### config.mk
export PLATFORM = sky130hd
export DESIGN_NAME = alu_share_arbiter
export DESIGN_NICKNAME = d
export VERILOG_FILES = /design/src/rtl/alu_share_arbiter.sv
export SDC_FILE = /design/constraint.sdc
export NUM_CORES = 1
export LEC_CHECK = 0
export ABC_AREA = 1
export CORE_ASPECT_RATIO = 0.6
export CORE_MARGIN = 5
export CORE_UTILIZATION = 37
export CTS_CLUSTER_DIAMETER = 80
export DETAILED_ROUTE_END_ITERATION = 8
export PLACE_DENSITY = 0.89
export SYNTH_ARGS = -nofsm -noshare
export SYNTH_HDL_FRONTEND = slang
export SYNTH_SLANG_ARGS = --single-unit
### constraint.sdc
create_clock -name clk_i -period 1.65 [get_ports clk_i]
set_input_delay 0.165 -clock clk_i [delete_from_list [all_inputs] [get_ports clk_i]]
set_output_delay 0.165 -clock clk_i [all_outputs]
set_load 0.05 [all_outputs]
### src/rtl/alu_share_arbiter.sv
// Round-robin sharing of one combinational ALU between two requesters: one
// registered EXEC cycle per op, result/zero/err held per requester.

module alu_share_slot #(
   parameter int DATA_W = 32
) (
   input  logic              clk_i,
   input  logic              rst_i,
   input  logic              wr_i,
   input  logic [DATA_W-1:0] result_i,
   input  logic              zero_i,
   input  logic              err_i,
   output logic [DATA_W-1:0] result_o,
   output logic              zero_o,
   output logic              err_o
);
   logic [DATA_W-1:0] result_q;
   logic              zero_q;
   logic              err_q;

   always_ff @(posedge clk_i or negedge rst_i) begin
      if (!rst_i) begin
         result_q <= '0;
         zero_q   <= 1'b0;
         err_q    <= 1'b0;
      end else if (wr_i) begin
         result_q <= result_i;
         zero_q   <= zero_i;
         err_q    <= err_i;
      end
   end

   assign result_o = result_q;
   assign zero_o   = zero_q;
   assign err_o    = err_q;
endmodule

module alu_share_arbiter #(
   parameter int DATA_W = 32,
   parameter int CTRL_W = 4
) (
   input  logic              clk_i,
   input  logic              rst_i,
   input  logic              req0_valid_i,
   output logic              req0_ready_o,
   input  logic [CTRL_W-1:0] req0_ctrl_i,
   input  logic [DATA_W-1:0] req0_src1_i,
   input  logic [DATA_W-1:0] req0_src2_i,
   output logic              req0_done_o,
   output logic [DATA_W-1:0] req0_result_o,
   output logic              req0_zero_o,
   output logic              req0_err_o,
   input  logic              req1_valid_i,
   output logic              req1_ready_o,
   input  logic [CTRL_W-1:0] req1_ctrl_i,
   input  logic [DATA_W-1:0] req1_src1_i,
   input  logic [DATA_W-1:0] req1_src2_i,
   output logic              req1_done_o,
   output logic [DATA_W-1:0] req1_result_o,
   output logic              req1_zero_o,
   output logic              req1_err_o,
   output logic [CTRL_W-1:0] alu_ctrl_o,
   output logic [DATA_W-1:0] alu_src1_o,
   output logic [DATA_W-1:0] alu_src2_o,
   input  logic [DATA_W-1:0] alu_result_i,
   input  logic              alu_zero_i,
   output logic              busy_o,
   output logic              grant_o
);
   localparam int NREQ = 2;
   localparam logic [CTRL_W-1:0] CTRL_MAX = CTRL_W'(11);

   typedef enum logic [1:0] {IDLE, EXEC, RESP} state_e;

   state_e state_q, state_d;

   logic [NREQ-1:0]             valid, ready, done, wr, zero, err;
   logic [NREQ-1:0][CTRL_W-1:0] ctrl;
   logic [NREQ-1:0][DATA_W-1:0] src1, src2, res;

   logic              win, illegal, accept, sel;
   logic              gnt_q, last_q;
   logic [CTRL_W-1:0] ctrl_q;
   logic [DATA_W-1:0] src1_q, src2_q;
   logic [DATA_W-1:0] wr_result;
   logic              wr_zero, wr_err;

   assign valid = {req1_valid_i, req0_valid_i};
   assign ctrl  = {req1_ctrl_i, req0_ctrl_i};
   assign src1  = {req1_src1_i, req0_src1_i};
   assign src2  = {req1_src2_i, req0_src2_i};

   // On a tie the requester not served last wins; otherwise the lone valid one.
   always_comb begin
      win = valid[1];
      if (&valid) win = ~last_q;
   end

   assign illegal = ctrl[win] > CTRL_MAX;
   assign accept  = (state_q == IDLE) && (|valid);

   always_comb begin
      state_d = state_q;
      ready   = '0;
      case (state_q)
         IDLE: begin
            if (|valid) begin
               ready[win] = 1'b1;
               state_d    = illegal ? RESP : EXEC;
            end
         end
         EXEC:    state_d = RESP;
         RESP:    state_d = IDLE;
         default: state_d = IDLE;
      endcase
   end

   always_ff @(posedge clk_i or negedge rst_i) begin
      if (!rst_i) begin
         state_q <= IDLE;
         gnt_q   <= 1'b0;
         last_q  <= 1'b1;
         ctrl_q  <= '0;
         src1_q  <= '0;
         src2_q  <= '0;
      end else begin
         state_q <= state_d;
         if (accept) begin
            gnt_q  <= win;
            last_q <= win;
            ctrl_q <= ctrl[win];
            src1_q <= src1[win];
            src2_q <= src2[win];
         end
      end
   end

   // EXEC writes the captured ALU result; an illegal accept writes the error record.
   assign sel       = (state_q == EXEC) ? gnt_q : win;
   assign wr_result = (state_q == EXEC) ? alu_result_i : '0;
   assign wr_zero   = (state_q == EXEC) && alu_zero_i;
   assign wr_err    = (state_q != EXEC);

   for (genvar g = 0; g < NREQ; g++) begin : g_slot
      assign wr[g]   = ((state_q == EXEC) || (accept && illegal)) && (sel == 1'(g));
      assign done[g] = (state_q == RESP) && (gnt_q == 1'(g));
      alu_share_slot #(.DATA_W(DATA_W)) u_slot (
         .clk_i    (clk_i),
         .rst_i    (rst_i),
         .wr_i     (wr[g]),
         .result_i (wr_result),
         .zero_i   (wr_zero),
         .err_i    (wr_err),
         .result_o (res[g]),
         .zero_o   (zero[g]),
         .err_o    (err[g])
      );
   end

   assign alu_ctrl_o = (state_q == EXEC) ? ctrl_q : '0;
   assign alu_src1_o = (state_q == EXEC) ? src1_q : '0;
   assign alu_src2_o = (state_q == EXEC) ? src2_q : '0;
   assign busy_o     = (state_q != IDLE);
   assign grant_o    = gnt_q;

   assign req0_ready_o  = ready[0];
   assign req1_ready_o  = ready[1];
   assign req0_done_o   = done[0];
   assign req1_done_o   = done[1];
   assign req0_result_o = res[0];
   assign req1_result_o = res[1];
   assign req0_zero_o   = zero[0];
   assign req1_zero_o   = zero[1];
   assign req0_err_o    = err[0];
   assign req1_err_o    = err[1];
endmodule

==> metrics <==
drt initial violations 510; worst hold path class primary input to async pin; Slew Viols, Final 0; failing checks setup timing; logic gate share of total power 0.616; RSZ-0062 raised after global routing yes; largest family of logic cells by synthesized area simple AND/OR/NAND/NOR gates; share of layout cells above drive strength 1 0.278; Reg clk slew, reported paths 0.07 ns; Worst Path Max Fanout 6; leading cell types in the layout, fill and taps excluded nand2_1, clkdlybuf4s50_1, dfrtp_1; IO Pins 315; P_leak 5.46 nW; post-layout util 0.699; row count 37; vias in the first global route 7199; core area roughly 17000 um2; clk buf depth 2; status finished, violations left; CP endpoint kind output port; Cell Int Power 0.0132 W; Cell Pwr Density 2140 nW/um2; Max-cap violations 0; mux contribution to synthesized area 0; Netlist Area Pre-Place 6340 um2; YS warnings 0; Finish-stage setup viols 119; pin count of the biggest net entering global routing 64; DR WL met3 2660 um; Antenna Cells 0; drt via density 5.06; number of CTS-inserted buffers 17; Tmin final about 1.8 ns; Port Buffers 314; Switch Pwr roughly 0.012 W; post-synth top area share 0.549; final setup margin -0.139 ns; most common cell after layout, fill and taps aside nand2_1; routability cong. about 0.8; GRT overflow 0; Max Used Layer met4; cell chain of the critical path inv_2 -> nand2_8 -> bufbuf_16 -> nor2_4 -> buf_12; Initial DRT Pass Iterations 6; worst skew pair latency 0.41 ns; Synth async-reset ratio 1.00; worst-path cell with the longest stage delay dfrtp_1; TritonCTS clock tree yes; final worst-path cycle share 1.08; Yosys reg bits 140; wire length per cell 19.0 um; Synth area leader dfrtp_1; CP peak stage delay 0.39 ns; Die Footprint 19900 um2; Area Overhead vs Synth 87.5%; first-pass GRT wire length 38100 um; die height 111 um; Setup crit start kind flop; initial antenna violation count 0; Initial Util 0.373; Storage cell area around 3500 um2; top area cells in the synthesized netlist dfrtp_1, nand2_1, o211ai_1; total number of vias 6846; met1 wire length 10100 um; filler cell count roughly 1200; Reg power frac 0.226; area of the multi-input gates 2710 um2; Synth Area in Simple Gates 0.268; Gate Count Post-Synth 767; Mapped Avg Cell Area between 8 and 9 um2; worst-margin pin slew 0.508 ns; total wire length 25700 um; EDFF count, synth 0; Syn Nets 940; FMAX 559 MHz; Synth Area in Compound Gates 0.0881; DRC Markers 0; Post-Synth Adder-Cell Area 0; peak supply drop ~0.0011 V; Sum Neg Setup Slack -5.97 ns; Distinct cells, synth 22; Antenna Violating Nets Remaining 0; sw frac 0.482; CP Class flop to output port; Die X 179 um; H-Tree Depth 4; final hold violations 0; Slew headroom 0.663; Setup Skew roughly 0.012 ns; total global-route track usage 0.242; DP Wirelength 16900 um; CTS Sinks 140; clock share of power 0.157; clock root buffer clkbuf_16; Arrival @ worst endpoint about 1.6 ns; post-synthesis sequential area ratio 0.553; post-synthesis xor/xnor area fraction 0; Final nets 1279; data required time of the critical path 1.48 ns; metal2 WL 12200 um; main flop type after synthesis dfrtp_1
[cell type report]
| type | instances | area share |
|---|---|---|
| clock buffer | 18 | 0.0370 |
| sequential | 140 | 0.295 |
| inverter | 77 | 0.0247 |
| timing repair buffer | 365 | 0.376 |
| clock inverter | 14 | 0.0148 |
| tap | 234 | 0.0246 |
| multi-input combinational | 505 | 0.228 |
[path summary, 6_finish.rpt]
path / end / cells past startpoint / startpoint / slack [ns]
min in group clk_i: src2_q[4] / 3 / req1_src2_i[4] / 0.33
min reg2reg: g_slot[0].u_slot.result_o[23] / 2 / g_slot[0].u_slot.result_o[23] / 0.47
max reg2reg: g_slot[0].u_slot.result_o[11] / 10 / last_q / -0.09
max in group asynchronous: last_q / 3 / rst_i / 0.76
min: g_slot[0].u_slot.result_o[16] / 2 / rst_i / 0.28
max: alu_src1_o[1] / 5 / state_q[1] / -0.14
[flip-flops by register name, indices dropped and copies added (netlist names)]
register	count
g_slot.u_slot.result_o	64
state_q	2
g_slot.u_slot.zero_o	2
last_q	1
src2_q	32
src1_q	32
ctrl_q	4
grant_o	1
g_slot.u_slot.err_o	2
[power groups by stage]
stage	Clock [W]	Sequential [W]	Combinational, W
2_1_floorplan	0	0.00808	0.00562
3_3_place_gp	0	0.00569	0.0132
3_5_place_dp	0	0.00577	0.0135
4_1_cts	0.00405	0.00572	0.0150
5_1_grt	0.00423	0.00590	0.0165
6_report	0.00400	0.00575	0.0157
[synth_stat cells, types with 2 or more instances]
library cell    n
o22ai_1        10
nand2_4         2
dfrtp_1       139
clkbuf_1       17
buf_4           5
nand2_1       261
nor3_1          2
buf_2          18
buf_6           8
buf_1           2
o21ai_0        13
o211ai_1       56
inv_2           4
nand3_1        71
inv_1          73
nor2_1         79
nand2_2         2
[logic make-up after synthesis]
group           Yosys count
buf+inv                 127
flops                   140
compound gates           81
simple gates            419
[repair_timing]
action,4_1_cts,5_1_grt
endpoints found under the hold margin,38,0
pin swaps,9,5
setup endpoints to repair,147,200
cloned,7,7
hold buffers,1,0
setup buffers,10,3
gates resized for setup,122,21
[metrics by stage]
stage          instance area (um2)  instances  setup slack [ns]  hold WS [ns]  power [W]
2_1_floorplan                 6350        767            -0.189        -0.131     0.0137
3_3_place_gp                 10400       1293            -0.191         0.132     0.0189
3_5_place_dp                 10400       1293            -0.336         0.130     0.0192
4_1_cts                      11600       1343            -0.151         0.258     0.0248
5_1_grt                      11900       1353            -0.209         0.293     0.0266
6_report                     11900       1353            -0.139         0.285     0.0254
[critical path: cells and delay by family, from the launching register on]
family                 cells  cell delay (ns)
DFF                        1             0.39
buffers and inverters      3             0.60
and+or+nand+nor            2             0.22
[layer usage]
layer  vias to the layer above  track usage
met5                         -            0
met3                        55       0.0835
li1                       3126            -
met2                       365        0.387
met4                         0       0.0843
met1                      3300        0.307
Power figures use the tool's default switching activity.
